--- src/rtl/up_counter_load.sv ---
// up_counter_load: loadable up-counter with a terminal-count flag.
// Used as a programmable delay/done timer: load a start value, R flags expiry.
//
// Parameters:
//   WIDTH  bit width of val and of the count register
//   WRAP   1 = count wraps max->0, 0 = count saturates at max until a load
//
// Ports:
//   clk    in   1      rising-edge clock
//   rst    in   1      asynchronous active-high reset (count -> 0)
//   val    in   WIDTH  load value, sampled only when load=1
//   load   in   1      synchronous load strobe (beats increment and wrap)
//   R      out  1      terminal count, 1 while count == 2^WIDTH-1
//   count  out  WIDTH  current count register
module up_counter_load #(
    parameter int WIDTH = 4,
    parameter bit WRAP  = 1'b1
) (
    input  logic             clk,
    input  logic             rst,
    input  logic [WIDTH-1:0] val,
    input  logic             load,
    output logic             R,
    output logic [WIDTH-1:0] count
);

    localparam logic [WIDTH-1:0] MAX = '1;

    logic [WIDTH-1:0] r_count;
    logic [WIDTH-1:0] w_next;
    logic             w_at_max;

    assign w_at_max = (r_count == MAX);

    // Load has top priority; at max the count either restarts at 0 or
    // parks at max until the next load.
    always_comb begin
        w_next = r_count + {{(WIDTH-1){1'b0}}, 1'b1};
        if (load) begin
            w_next = val;
        end else if (w_at_max) begin
            if (WRAP) begin
                w_next = '0;
            end else begin
                w_next = MAX;
            end
        end
    end

    always_ff @(posedge clk or posedge rst) begin
        if (rst) begin
            r_count <= '0;
        end else begin
            r_count <= w_next;
        end
    end

    // Plain decode of the register, so R tracks count with no extra delay.
    assign R     = w_at_max;
    assign count = r_count;

endmodule

--- config.mk ---
export PLATFORM = sky130hd
export DESIGN_NAME = up_counter_load
export DESIGN_NICKNAME = d
export VERILOG_FILES = /design/src/rtl/up_counter_load.sv
export SDC_FILE = /design/constraint.sdc
export NUM_CORES = 1
export LEC_CHECK = 0
export CAP_MARGIN = 25
export CORE_AREA = 5 5 42 44
export DETAILED_ROUTE_END_ITERATION = 7
export DIE_AREA = 0 0 47 49
export GPL_ROUTABILITY_DRIVEN = 0
export HOLD_SLACK_MARGIN = 0.05
export SYNTH_ARGS = -nofsm -noshare
export SYNTH_HDL_FRONTEND = slang
export SYNTH_SLANG_ARGS = --single-unit
--- constraint.sdc ---
create_clock -name clk -period 1.2 [get_ports clk]
set_input_delay 0.18 -clock clk [delete_from_list [all_inputs] [get_ports clk]]
set_output_delay 0.18 -clock clk [all_outputs]
set_load 0.01 [all_outputs]
# [Yosys cells after proc, flatten, opt, wreduce, memory -nomap -nowiden]
# Cells that the tools add are included.
[totals] romBits=0 ramBits=0 wordCells=5 n_memories=0 latch_bits=0 inputBits=7 reg_bits=4
[op_classes] shift=0 magnitude_cmp=0 mux=2 bitwise_logic=0 addsub=1 multipliers=0 reduce_logical=0 div=0 eq_ne=1
[ops] operator="4-bit 2-to-1 mux" count=2
[ops] operator="4-bit by 1-bit adder with 4-bit output, second input constant" count=1
[ops] operator="4-bit equality test, second input constant" count=1

# [Depth between registers and ports, before layout]
# Gate-level depths: netlist of run 1.
[logic_depth] depth_word=3 ltp_mapped=4

# [Worst setup path after synthesis of run 1]
# No wires, ideal clock.
[synth_path] kind="register to register" start="reg r_count[0] (netlist: count[0])" end="reg r_count[0] (netlist: count[0])" setup_ns=0.092 synth_period_minus_slack_ns=1.130 n_path_buf=0 t_required_ns=1.108 arrival_time_ns=1.038 path_slack_ns=0.070 stages_incl_launch_ff=4 cell_sequence="dfrtp_1 -> ha_1 -> and3_4 -> o31ai_2"
[synth_via] elab_chain_len=3
[synth_lines] element="start: declaration" line_no="29" source="logic [WIDTH-1:0] r_count;"
[synth_lines] element="start signal: assignment" line_no="54" source="r_count <= w_next;"
[synth_lines] element="4-bit equality test" line_no="33" source="assign w_at_max = (r_count == MAX);"
[synth_lines] element="named net R" line_no="23" source="output logic R,"
[synth_lines] element="4-bit 2-to-1 mux" line_no="41" source="end else if (w_at_max) begin"
[synth_lines] element="4-bit 2-to-1 mux" line_no="39" source="if (load) begin"
[synth_lines] element="named net w_next[0]" line_no="30" source="logic [WIDTH-1:0] w_next;"
# The timed path passes the listed nets, and every way through them passes these cells.

# [Worst setup path after layout of run 1]
[layout_path] start="reg r_count[0] (netlist: count[0])" end="out R"
[layout_via] elab_chain_len=1
[layout_lines] element="4-bit equality test" line_no="33"
[layout_lines] element="end: declaration" line_no="23"
# Every way passes these cells.

==> results of run 1 <==
==> worst max path at each step <==
stage	from	cells after the start	slack (ns)	end
4_1_cts	count[1]	3	-0.06	R
3_3_place_gp	count[0]	3	-0.18	R
6_report	count[0]	3	-0.02	R
3_5_place_dp	count[0]	3	-0.20	R
2_1_floorplan	count[0]	3	0.07	count[0]
5_1_grt	count[0]	3	-0.07	R
==> routing by layer <==
layer	part of all wire	wire [um]	up-vias
met5	0	0	-
met2	0.52	291	9
met3	0.14	79	0
met1	0.34	187	96
met4	0	0	0
li1	-	-	113
==> per-stage QoR <==
| step | instance area [um^2] | util | TNS (ns) | hold slack (ns) |
|---|---|---|---|---|
| after CTS | 426.7 | 0.3045 | -0.06215 | 0.1289 |
| after floorplan | 210.2 | - | 0 | -0.05392 |
| after global routing | 430.4 | 0.3071 | -0.06640 | 0.1579 |
| after global placement | 392.9 | 0.2804 | -0.1843 | 0.3737 |
| final | 430.4 | 0.3071 | -0.02303 | 0.1300 |
| after detailed placement | 392.9 | 0.2804 | -0.1952 | 0.3784 |
==> worst max-delay path: cells and delay by family (launching register included) <==
kind / cells / cell delay, ns
flops: 1 / 0.37
buf+inv: 1 / 0.11
fa+ha+maj: 1 / 0.19
simple gates: 1 / 0.15
==> layout make-up <==
cell class	instances	area (um^2)
clock buffers	3	22.52
fillers	160	970.9
inverters	3	11.26
multi-input cells	13	105.1
flip-flops and latches	4	100.1
well taps	16	20.02
repair buffers	19	171.4
==> what timing repair did <==
item / in CTS / in global routing
endpoints found under the setup margin: 5 / 3
resized for setup: 14 / 1
gates cloned: 0 / 0
setup buffers: 1 / 0
hold buffers: 0 / 0
pin swaps: 2 / 3
==> placed cells by master (no fill, tap or decap) <==
cell | synthesis | final
buf_6 | 0 | 1
o21ai_0 | 2 | 2
o31ai_2 | 1 | 1
clkbuf_4 | 0 | 3
xnor2_1 | 1 | 1
mux2_1 | 1 | 1
a41oi_1 | 1 | 1
buf_4 | 0 | 8
inv_1 | 3 | 3
clkdlybuf4s50_1 | 0 | 6
a21oi_1 | 2 | 1
nand2_1 | 2 | 2
a21oi_2 | 0 | 1
ha_2 | 0 | 1
nor2b_1 | 1 | 1
clkdlybuf4s15_1 | 0 | 4
and3_4 | 1 | 1
dfrtp_1 | 4 | 4
==> cells by family (layout without fill, tap and decap cells) <==
group                      Yosys count  count (layout)
muxes                                1               1
adders and majority gates            1               1
DFF                                  4               4
and+or+nand+nor                      4               4
AOI/OAI and AO/OA                    6               6
buffers and inverters                3              25
xor gates and xnor gates             1               1
==> power groups by stage <==
stage          registers, uW  clock network [uW]  logic (uW)
2_1_floorplan            192                   0        53.0
3_3_place_gp             170                   0         204
3_5_place_dp             171                   0         207
4_1_cts                  169                 171         206
5_1_grt                  173                 169         230
6_report                 169                 161         205
==> flow_summary.json, run 1 <==
{
  "reg2reg_to": "count[0]",
  "use_met1": 0.05987,
  "pwr-share-comb": 0.384,
  "synthXorXnorAreaFrac": 0.04167,
  "finalMaxSlewViolations": 0,
  "grt_pass1_vias": 234,
  "cts-root-buf": "clkbuf_4",
  "nets": 52,
  "hpwlAfterDp_um": 494,
  "worstPathArrival_ns": 1.04,
  "drt_iter0_drc": 0,
  "synthArstFlopShare": 1.000,
  "synth_edf_count": 0,
  "synth.distinct_cells": 12,
  "swShare": 0.2652,
  "cts.clk_slew.worst_paths_ns": 0.04,
  "status": "finished, violations left",
  "fin_crit_ns": 1.223,
  "drc_errors": 0,
  "worstPathCellList": "ha_2 -> and3_4 -> buf_6",
  "layout_setup_ws_ns": -0.02303,
  "hold_viol": 0,
  "maxSlewHeadroom": 0.8706,
  "postRouteAntennaNets": 0,
  "p_int_uw": 392.7,
  "p_sw_uw": 141.8,
  "met3_usage": 0.02214,
  "hold_class": "in2async",
  "grt_busiest_layer": "met2",
  "cts_buffer_depth": 2,
  "worstRegToRegCells": 4,
  "fp.dieH_um": 49,
  "vias_per_cell": 3.759,
  "placed_cells": 54,
  "grt_pass1_wl_um": 890,
  "power_density_mw_per_mm2": 1242,
  "io_buffers": 11,
  "synth_common_cells": "4 x dfrtp_1, 3 x inv_1, 2 x a21oi_1, 2 x nand2_1, 2 x o21ai_0",
  "rows": 14,
  "power_leakage_uw": 0.0001967,
  "start_util": 0.1500,
  "power_frac_seq": 0.316,
  "grt_max_degree": 5,
  "grtUsageMet2": 0.08597,
  "cts_sinks": 4,
  "die_x_um": 47,
  "synthTopCellsByArea": "dfrtp_1 48%, ha_1 6.0%, o31ai_2 6.0%",
  "wl_per_cell_um": 9.621,
  "synth_top_area_frac": 0.4762,
  "start_kind": "register",
  "synthAdderAreaFrac": 0.05952,
  "coreArea_mm2": 0.001401,
  "netlist_area_um2": 210.2,
  "syn_area_per_cell_um2": 10.51,
  "r2r_start": "count[0]",
  "critPathKind": "reg2out",
  "maxCapViolCount": 0,
  "tightest_slew_ns": 0.1929,
  "cpPeakStageDelay_ns": 0.37,
  "muxShareOfSynthArea": 0.05357,
  "synthSimpleGateAreaFrac": 0.1190,
  "synth_seq_cells": 4,
  "antenna_found_initial": 0,
  "htreeDepth": 1,
  "fin_crit_sh": 1.019,
  "yosys_warnings": 0,
  "synthMostInstantiatedCell": "dfrtp_1",
  "overflow": 0,
  "synth-main-ff-cell": "dfrtp_1",
  "clockPowerShare": 0.301,
  "die_area_mm2": 0.002303,
  "drive_above_1_share": 0.3810,
  "rsz0062_at_grt": "true",
  "final_cell_count_no_fill": 58,
  "largest_reg_flops": 4,
  "synth_top_family_by_area": "compound AO/OA/AOI/OAI gates",
  "rrSetupSlack_ns": 0.10,
  "area_growth_pct": 104.8,
  "max_freq_mhz": 817.6,
  "endpoint_kind": "output pin",
  "vias": 218,
  "synth_compound_area_frac": 0.1964,
  "violations": "setup timing",
  "dr.pass1.iters": 1,
  "syn_nets": 28,
  "worst_skew_pair.late_latency_ns": 0.23,
  "crit_fanout": 2,
  "syn_inst": 20,
  "power_uw": 534.4,
  "setup_violations": 1,
  "grt_use_total": 0.05650,
  "cp.required_ns": 1.02,
  "cpMaxStageDelayCell": "dfrtp_1",
  "numCtsBuffers": 3,
  "diodes": 0,
  "yosys.area.top_type": "dfrtp_1",
  "wl_um": 558,
  "io_pins": 12,
  "irDropWorstVdd_mv": 0.3174,
  "cts_tree": "yes",
  "dp_slack_ns": -0.1952,
  "clock_skew_ns": 0.0004819,
  "ys_seq_area_frac": 0.4762
}
Note: power is estimated with default switching activity, not from simulation.
==> run 2, diff against run 1 <==
--- a/config.mk
+++ b/config.mk
@@ -10,7 +10,6 @@
 export DETAILED_ROUTE_END_ITERATION = 7
 export DIE_AREA = 0 0 47 49
 export GPL_ROUTABILITY_DRIVEN = 0
-export HOLD_SLACK_MARGIN = 0.05
 export SYNTH_ARGS = -nofsm -noshare
 export SYNTH_HDL_FRONTEND = slang
 export SYNTH_SLANG_ARGS = --single-unit
==> results of run 2 <==
Same layout as run 1: the final DEF is identical, and so are final timing and power.
==> run 3, diff against run 2 <==
--- a/config.mk
+++ b/config.mk
@@ -10,6 +10,8 @@
 export DETAILED_ROUTE_END_ITERATION = 7
 export DIE_AREA = 0 0 47 49
 export GPL_ROUTABILITY_DRIVEN = 0
+export MAX_ROUTING_LAYER = met4
+export SLEW_MARGIN = 10
 export SYNTH_ARGS = -nofsm -noshare
 export SYNTH_HDL_FRONTEND = slang
 export SYNTH_SLANG_ARGS = --single-unit
==> results of run 3 <==
Same layout as run 1: the final DEF is identical, and so are final timing and power.
Main changes from that run: overall routing resource usage 0.05650 -> 0.05793
